File: src/rtl/pipeline_pkg.sv
// Shared constants and types for the multi-cycle divide sequencer.
package pipeline_pkg;

    localparam int unsigned DefaultDataWidth = 64;

    localparam logic [3:0] OpDiv = 4'd8;
    localparam logic [3:0] OpRem = 4'd9;

    typedef enum logic [2:0] {
        StIdle,
        StPrep,
        StIter,
        StFix,
        StDone
    } div_state_e;

    function automatic logic is_div_op(input logic [3:0] op);
        return (op == OpDiv) || (op == OpRem);
    endfunction

endpackage

File: src/rtl/pipeline_div_seq_div_step.sv
// One restoring shift-subtract step: shifts the next dividend bit into the partial
// remainder and produces one quotient bit.
module div_step #(
    parameter int unsigned Width = 64
) (
    input  logic [Width-1:0] rem_i,
    input  logic [Width-1:0] quo_i,
    input  logic [Width-1:0] div_i,
    output logic [Width-1:0] rem_o,
    output logic [Width-1:0] quo_o
);

    logic [Width:0] shifted;

    always_comb begin
        shifted = {rem_i, quo_i[Width-1]};
        if (shifted >= {1'b0, div_i}) begin
            // The difference is below the divisor, so it fits in Width bits.
            rem_o = shifted[Width-1:0] - div_i;
            quo_o = {quo_i[Width-2:0], 1'b1};
        end else begin
            rem_o = shifted[Width-1:0];
            quo_o = {quo_i[Width-2:0], 1'b0};
        end
    end

endmodule

File: src/rtl/pipeline_div_seq.sv
// Multi-cycle restoring DIV/REM sequencer (doubleword and 32-bit word forms).
// Define DIV_EARLY_OUT_EN to finish divide-by-zero and signed overflow straight from PREP.
module pipeline_div_seq
    import pipeline_pkg::*;
#(
    parameter int unsigned DATA_WIDTH = DefaultDataWidth
) (
    input  logic                  clk,
    input  logic                  reset,
    input  logic                  req_valid,
    output logic                  req_ready,
    input  logic [3:0]            req_op,
    input  logic                  req_unsigned,
    input  logic                  req_word,
    input  logic [DATA_WIDTH-1:0] req_dividend,
    input  logic [DATA_WIDTH-1:0] req_divisor,
    input  logic [4:0]            req_dst_reg,
    input  logic                  flush,
    output logic                  resp_valid,
    input  logic                  resp_ready,
    output logic [DATA_WIDTH-1:0] resp_result,
    output logic [4:0]            resp_dst_reg,
    output logic                  busy
);

    localparam logic [6:0] FullIters = 7'(DATA_WIDTH);
    localparam logic [6:0] WordIters = 7'd32;

    div_state_e            state_q;
    logic                  req_ready_q, busy_q, resp_valid_q;
    logic [DATA_WIDTH-1:0] resp_result_q;
    logic [4:0]            resp_dst_reg_q, dst_q;
    logic                  op_rem_q, unsigned_q, word_q;
    logic [DATA_WIDTH-1:0] a_q, b_q, rem_q, quo_q, dvs_q;
    logic                  q_neg_q, r_neg_q;
    logic [6:0]            n_q, cnt_q;

    logic [DATA_WIDTH-1:0] a_ext, b_ext, a_mag, b_mag, quo_init;
    logic [DATA_WIDTH-1:0] fix_raw, fix_res, step_rem, step_quo;
    logic                  a_neg, b_neg, div_zero;

    function automatic logic [DATA_WIDTH-1:0] word_ext(input logic word,
                                                       input logic [DATA_WIDTH-1:0] v);
        return word ? {{(DATA_WIDTH-32){v[31]}}, v[31:0]} : v;
    endfunction

    always_comb begin
        a_ext = a_q;
        b_ext = b_q;
        if (word_q) begin
            a_ext = {{(DATA_WIDTH-32){a_q[31] & ~unsigned_q}}, a_q[31:0]};
            b_ext = {{(DATA_WIDTH-32){b_q[31] & ~unsigned_q}}, b_q[31:0]};
        end
        a_neg    = ~unsigned_q & a_ext[DATA_WIDTH-1];
        b_neg    = ~unsigned_q & b_ext[DATA_WIDTH-1];
        a_mag    = a_neg ? -a_ext : a_ext;
        b_mag    = b_neg ? -b_ext : b_ext;
        // Word dividends start at the top so 32 steps leave the quotient in [31:0].
        quo_init = word_q ? {a_mag[31:0], {(DATA_WIDTH-32){1'b0}}} : a_mag;
        div_zero = (b_ext == '0);
        if (op_rem_q) begin
            fix_raw = r_neg_q ? -rem_q : rem_q;
        end else begin
            fix_raw = q_neg_q ? -quo_q : quo_q;
        end
        if (div_zero) begin
            fix_raw = op_rem_q ? a_ext : '1;
        end
        fix_res = word_ext(word_q, fix_raw);
    end

`ifdef DIV_EARLY_OUT_EN
    logic                  sgn_ovf;
    logic [DATA_WIDTH-1:0] min_neg, early_res;

    always_comb begin
        min_neg   = word_q ? {{(DATA_WIDTH-31){1'b1}}, 31'b0} : {1'b1, {(DATA_WIDTH-1){1'b0}}};
        sgn_ovf   = ~unsigned_q && (a_ext == min_neg) && (&b_ext);
        early_res = div_zero ? (op_rem_q ? a_ext : '1) : (op_rem_q ? '0 : a_ext);
        early_res = word_ext(word_q, early_res);
    end
`endif

    div_step #(
        .Width (DATA_WIDTH)
    ) u_step (
        .rem_i (rem_q),
        .quo_i (quo_q),
        .div_i (dvs_q),
        .rem_o (step_rem),
        .quo_o (step_quo)
    );

    always_ff @(posedge clk) begin
        if (!reset) begin
            state_q        <= StIdle;
            req_ready_q    <= 1'b1;
            busy_q         <= 1'b0;
            resp_valid_q   <= 1'b0;
            resp_result_q  <= '0;
            resp_dst_reg_q <= '0;
            cnt_q          <= '0;
            n_q            <= '0;
            dst_q          <= '0;
            op_rem_q       <= 1'b0;
            unsigned_q     <= 1'b0;
            word_q         <= 1'b0;
            a_q            <= '0;
            b_q            <= '0;
            rem_q          <= '0;
            quo_q          <= '0;
            dvs_q          <= '0;
            q_neg_q        <= 1'b0;
            r_neg_q        <= 1'b0;
        end else if (flush) begin
            state_q      <= StIdle;
            req_ready_q  <= 1'b1;
            busy_q       <= 1'b0;
            resp_valid_q <= 1'b0;
            cnt_q        <= '0;
        end else begin
            unique case (state_q)
                StIdle: begin
                    if (req_valid && is_div_op(req_op)) begin
                        a_q         <= req_dividend;
                        b_q         <= req_divisor;
                        op_rem_q    <= (req_op == OpRem);
                        unsigned_q  <= req_unsigned;
                        word_q      <= req_word;
                        dst_q       <= req_dst_reg;
                        state_q     <= StPrep;
                        req_ready_q <= 1'b0;
                        busy_q      <= 1'b1;
                    end
                end
                StPrep: begin
                    rem_q   <= '0;
                    quo_q   <= quo_init;
                    dvs_q   <= b_mag;
                    q_neg_q <= a_neg ^ b_neg;
                    r_neg_q <= a_neg;
                    cnt_q   <= '0;
                    n_q     <= word_q ? WordIters : FullIters;
                    state_q <= StIter;
`ifdef DIV_EARLY_OUT_EN
                    if (div_zero || sgn_ovf) begin
                        state_q        <= StDone;
                        resp_valid_q   <= 1'b1;
                        resp_result_q  <= early_res;
                        resp_dst_reg_q <= dst_q;
                    end
`endif
                end
                StIter: begin
                    rem_q <= step_rem;
                    quo_q <= step_quo;
                    cnt_q <= cnt_q + 7'd1;
                    if (cnt_q == n_q - 7'd1) begin
                        state_q <= StFix;
                    end
                end
                StFix: begin
                    resp_result_q  <= fix_res;
                    resp_dst_reg_q <= dst_q;
                    resp_valid_q   <= 1'b1;
                    state_q        <= StDone;
                end
                StDone: begin
                    if (resp_ready) begin
                        state_q      <= StIdle;
                        resp_valid_q <= 1'b0;
                        req_ready_q  <= 1'b1;
                        busy_q       <= 1'b0;
                    end
                end
                default: state_q <= StIdle;
            endcase
        end
    end

    assign req_ready    = req_ready_q;
    assign busy         = busy_q;
    assign resp_valid   = resp_valid_q;
    assign resp_result  = resp_result_q;
    assign resp_dst_reg = resp_dst_reg_q;

endmodule

File: config.mk
export PLATFORM = sky130hd
export DESIGN_NAME = pipeline_div_seq
export DESIGN_NICKNAME = d
export VERILOG_FILES = /design/src/rtl/pipeline_pkg.sv /design/src/rtl/pipeline_div_seq_div_step.sv /design/src/rtl/pipeline_div_seq.sv
export SDC_FILE = /design/constraint.sdc
export NUM_CORES = 2
export LEC_CHECK = 0
export ABC_AREA = 1
export CAP_MARGIN = 25
export CORE_ASPECT_RATIO = 0.75
export CORE_MARGIN = 4
export CORE_UTILIZATION = 50
export DETAILED_ROUTE_END_ITERATION = 6
export PLACE_DENSITY = 0.69
export SLEW_MARGIN = 20
export SYNTH_ARGS = -nofsm -noshare
export SYNTH_HDL_FRONTEND = slang
export SYNTH_SLANG_ARGS = --single-unit
export TNS_END_PERCENT = 10
File: constraint.sdc
create_clock -name clk -period 3.6 [get_ports clk]
set_input_delay 0.54 -clock clk [delete_from_list [all_inputs] [get_ports clk]]
set_output_delay 0.54 -clock clk [all_outputs]
set_load 0.1 [all_outputs]
Word-level counts from Yosys, hierarchy flattened
Index checks and enable logic that the tools add are counted.

storage, ports and cells
  logic and storage cells = 88
  bits of input ports = 144
  register bits = 419

operators by class
  equality and inequality tests = 10
  $lt $le $gt $ge = 1
  $add $sub $neg = 7
  mux-type cells = 28
  bitwise gates (word level) = 8
  reductions and logical operators = 15

operators with widths
  kind                                              count
  two-way mux 64 bit                                12
  negator 64 bit                                    4
  one-hot mux 64 bit (2 select lines)               2
  >= comparator 65 x 64 -> 1 bit                    1
  logical NOT 64 bit                                1
  subtractor 64 bit                                 1
  one-hot mux 3 bit (5 select lines)                1
  one-hot mux 7 bit (2 select lines)                1
  two-way mux 3 bit                                 3
  AND reduction 3 bit                               3
  == test 4 bit, second input constant              2
  AND reduction 2 bit                               4
  adder 7 x 1 -> 7 bit, second input constant       1
  == test 7 bit                                     1
  two-way mux 7 bit                                 1
  subtractor 7 x 1 -> 7 bit, second input constant  1
  == test 3 x 2 -> 1 bit, second input constant     2
  inequality test 2 bit, second input constant      3
  one-hot mux 1 bit (2 select lines)                3
  nonzero test 2 bit                                3
  two-way mux 1 bit                                 5
  bitwise AND 1 bit                                 4
  == test 3 x 1 -> 1 bit, second input constant     1
  == test 3 bit, second input constant              1
  6 further kinds                                   8

Longest topological paths before layout
  word-level depth = 7
  depth in mapped cells = 19
  gate-level depth less buffers = 18

Cells and area by module
A second synthesis with hierarchy kept.

second synthesis, totals
  cell total of the unflattened synthesis = 5979
  area, all modules = 33988.8 um2

modules (own cells, without submodules)
  module            times used  cells each  area each (um2)
  pipeline_div_seq  1           4339        26227.7
  div_step          1           1640        7761.2

Worst setup path after synthesis
OpenSTA, ideal clock, no wires.

  path type = register to register
  start = register rem_q[54]
  end = register rem_q[38]
  library setup time = 0.132 ns
  arrival = 2.210 ns
  path slack = 1.257 ns
  clock period less this slack = 2.343 ns
  required time = 3.468 ns
  cell stages (with the launch flop) = 16
  path through = dfxtp_1 -> ha_1 -> nand2_1 -> inv_1 -> a21oi_1 -> inv_1 -> a21oi_1 -> inv_1 -> nand2_1 -> nand3_1 -> nor2_1 -> clkbuf_1 -> buf_1 -> nand3_1 -> nand3_1 -> a21oi_1

between the ends
  cells in the longest elaborated chain, start to end = 3

RTL lines
  element                              line                             text
  start: declaration                   pipeline_div_seq.sv:34           logic [DATA_WIDTH-1:0] a_q, b_q, rem_q, quo_q, dvs_q;
  start signal: assignment             pipeline_div_seq.sv:155          rem_q <= step_rem;
  >= comparator 65 x 64 -> 1 bit       pipeline_div_seq_div_step.sv:17  if (shifted >= {1'b0, div_i}) begin
  two-way mux 64 bit                   pipeline_div_seq_div_step.sv:17
  one-hot mux 64 bit (2 select lines)  pipeline_div_seq.sv:122          unique case (state_q)

No other way between the ends.
A chain may end at the register's enable or synchronous reset.

Final worst setup path
  start = register dvs_q[51]
  end = register rem_q[14]

between the ends
  cells in the longest elaborated chain, start to end = 3

RTL lines
  element                              line                             text
  start: declaration                   pipeline_div_seq.sv:34
  start signal: assignment             pipeline_div_seq.sv:139          dvs_q <= b_mag;
  >= comparator 65 x 64 -> 1 bit       pipeline_div_seq_div_step.sv:17
  two-way mux 64 bit                   pipeline_div_seq_div_step.sv:17
  one-hot mux 64 bit (2 select lines)  pipeline_div_seq.sv:122

No other way between the ends.

==> out/metrics.yaml <==
status: "finished with violations"
violations: "DRC"
row_count: 80
grt_max_degree: 110
cp_slowest_cell: "dfxtp_1"
portBuffers: 215
num_vias: 39978
setup_viol: 0
drtIter0Drc: 6733
syn_inst: 5845
routed_wl_um: 148000
final_common_cell: "nand2_1"
finalCriticalPeriod_ns: 3.22
syn_avg_cell_area_sq_um: 5.60
core-area_sq_um: 64200
met1Wirelength_um: 65000
drive_gt1_frac: 0.0398
clockBufferDepth: 3
cts_made_buffers: 45
die_x_um: 303
synthArstFlopShare: 0
cp.required_ns: 4.05
wl_met2_um: 55700
hold_violations: 0
fmaxAchievable_mhz: 310
ys_seq_area_frac: 0.253
tritoncts: "yes"
crit_chain: "inv_1 > ha_1 > nand2_1 > inv_1 > nand2_1 > nand3_1 > a21oi_1 > inv_1 > nand2_1 > nand3_1 > nor2_4 > buf_4 > nand3_1 > nand3_1 > a21oi_1"
h-tree-depth: 2
synth_edf_count: 0
yosysWarningCount: 0
fp.dieArea_sq_um: 69600
antenna_found_initial: 9
nets: 6155
synth_cell_types: 47
pin_count: 216
grt_pass1_vias: 34395
crit_path_max_incr_delay_ns: 0.65
netlist_area_sq_um: 32700
grt_usage: 0.404
cts_num_sinks: 414
cts_resized: 0
drtPass1Iterations: 7
drt-vias-per-instance: 5.85
synth_flop_cell: "dfxtp_1"
synth.net_count: 6059
clk_pin_slew_ns: 0.06
grt_overflow: 0
drc: 2
final.setup_skew_ns: 0.0302
leakagePower_uw: 0.0190
crit_path_end_kind: "flop"
slew_violations: 0
start_util: 0.510
min_period_over_period: 0.895
crit_type: "flop to flop"
fin_util: 0.582
area_delta_synth_final_pct: 14.1
relSlewSlack: 0.270
ys_seq_elements: 414
cts_post_setup_buffers_inserted: 0
worst_slew_pin_slew_ns: 1.08
cpMostUsedCell: "nand3_1"
cp.arrival_ns: 3.67
insertion_delay_ns: 0.60
critPathLaunchType: "flop"
hp-class: "input pin to flop"
hold_buffers: 0
layout_common_cells: "1730 x nand2_1, 765 x inv_1, 696 x nor2_1"
setup_tns_ns: 0
finalPower_uw: 13900
wl_met3_um: 22900
dp_hpwl_um: 117000
wl_per_cell_um: 21.6
p_per_area_nw_per_um2: 372
die_h_um: 230
drv_cap: 0
drtAntennaViolNets: 0
root_buffer: "clkbuf_16"
ir_drop_mv: 0.373
place.gp.congestion: 1.10
crit_fanout: 38
rsz0062_at_grt: "no"
dr.max_layer_used: "met5"
grt_pass1_wl_um: 215000
-- metrics by stage --
| stage | setup WS (ns) | hold WS, ns | instances | cell area, sq um |
|---|---|---|---|---|
| 3_3_place_gp | 0.498 | 0.453 | 6755 | 35800 |
| 2_1_floorplan | 1.26 | 0.425 | 5845 | 32700 |
| 5_1_grt | 0.280 | 0.361 | 6837 | 37300 |
| 6_report | 0.379 | 0.361 | 6839 | 37300 |
| 4_1_cts | 0.532 | 0.338 | 6836 | 37300 |
| 3_5_place_dp | 0.519 | 0.456 | 6755 | 35800 |
-- power breakdown --
group	switching (uW)	internal, uW	total [uW]
combinational	3000	1250	4250
sequential	60.0	4640	4700
clock	2140	2780	4920
-- routing by layer --
metal | GRT usage | up-vias
li1 | - | 18908
met1 | 0.617 | 18265
met2 | 0.534 | 2526
met3 | 0.139 | 271
met4 | 0.0939 | 8
met5 | 0 | -
-- synthesized netlist by cell type (all sizes together) (67+ instances only) --
master	instances	area, sq um
dfxtp	414	8290
o21ai	427	2140
a21oi	474	2450
buf	67	343
ha	69	863
xor2	71	622
nor2	711	2690
nand4	100	626
nand2	1732	6500
inv	790	2970
nand3	588	2970
clkbuf	185	694
-- cell families after synthesis --
logic type | synth area share
AOI/OAI and AO/OA | 0.158
xor gates and xnor gates | 0.0295
adders and majority gates | 0.0270
buffers and inverters | 0.123
DFF | 0.253
and+or+nand+nor | 0.410
-- worst max-delay path: cells and delay by family (launching register included) --
kind | cells | cell delay, ns
compound gates | 2 | 0.39
fa+ha+maj | 1 | 0.38
buf+inv | 4 | 0.67
flops | 1 | 0.65
simple gates | 8 | 0.93
-- area by class of cell --
cell class / count / area (sq um)
fill: 6766 / 26800
clock inverter: 19 / 253
timing repair buffer: 301 / 2960
multi-input combinational: 4385 / 20500
antenna: 3 / 7.51
clock buffer: 62 / 1270
tap: 861 / 1080
inverter: 794 / 2990
sequential: 414 / 8300
-- path summary, 6_finish.rpt --
kind                          startpoint                      to  slack [ns]  depth (start not counted)
setup / recovery  dvs_q[51]$_SDFFE_PN0P_  rem_q[14]$_SDFFE_PN0P_        0.38                         15
hold / removal                     reset   dst_q[4]$_SDFFE_PN0P_        0.36                          3
setup reg to reg  dvs_q[51]$_SDFFE_PN0P_  rem_q[14]$_SDFFE_PN0P_        0.38                         15
hold reg to reg        busy$_SDFFE_PP0P_       busy$_SDFFE_PP0P_        0.47                          2
Note: power is estimated with default switching activity, not from simulation.
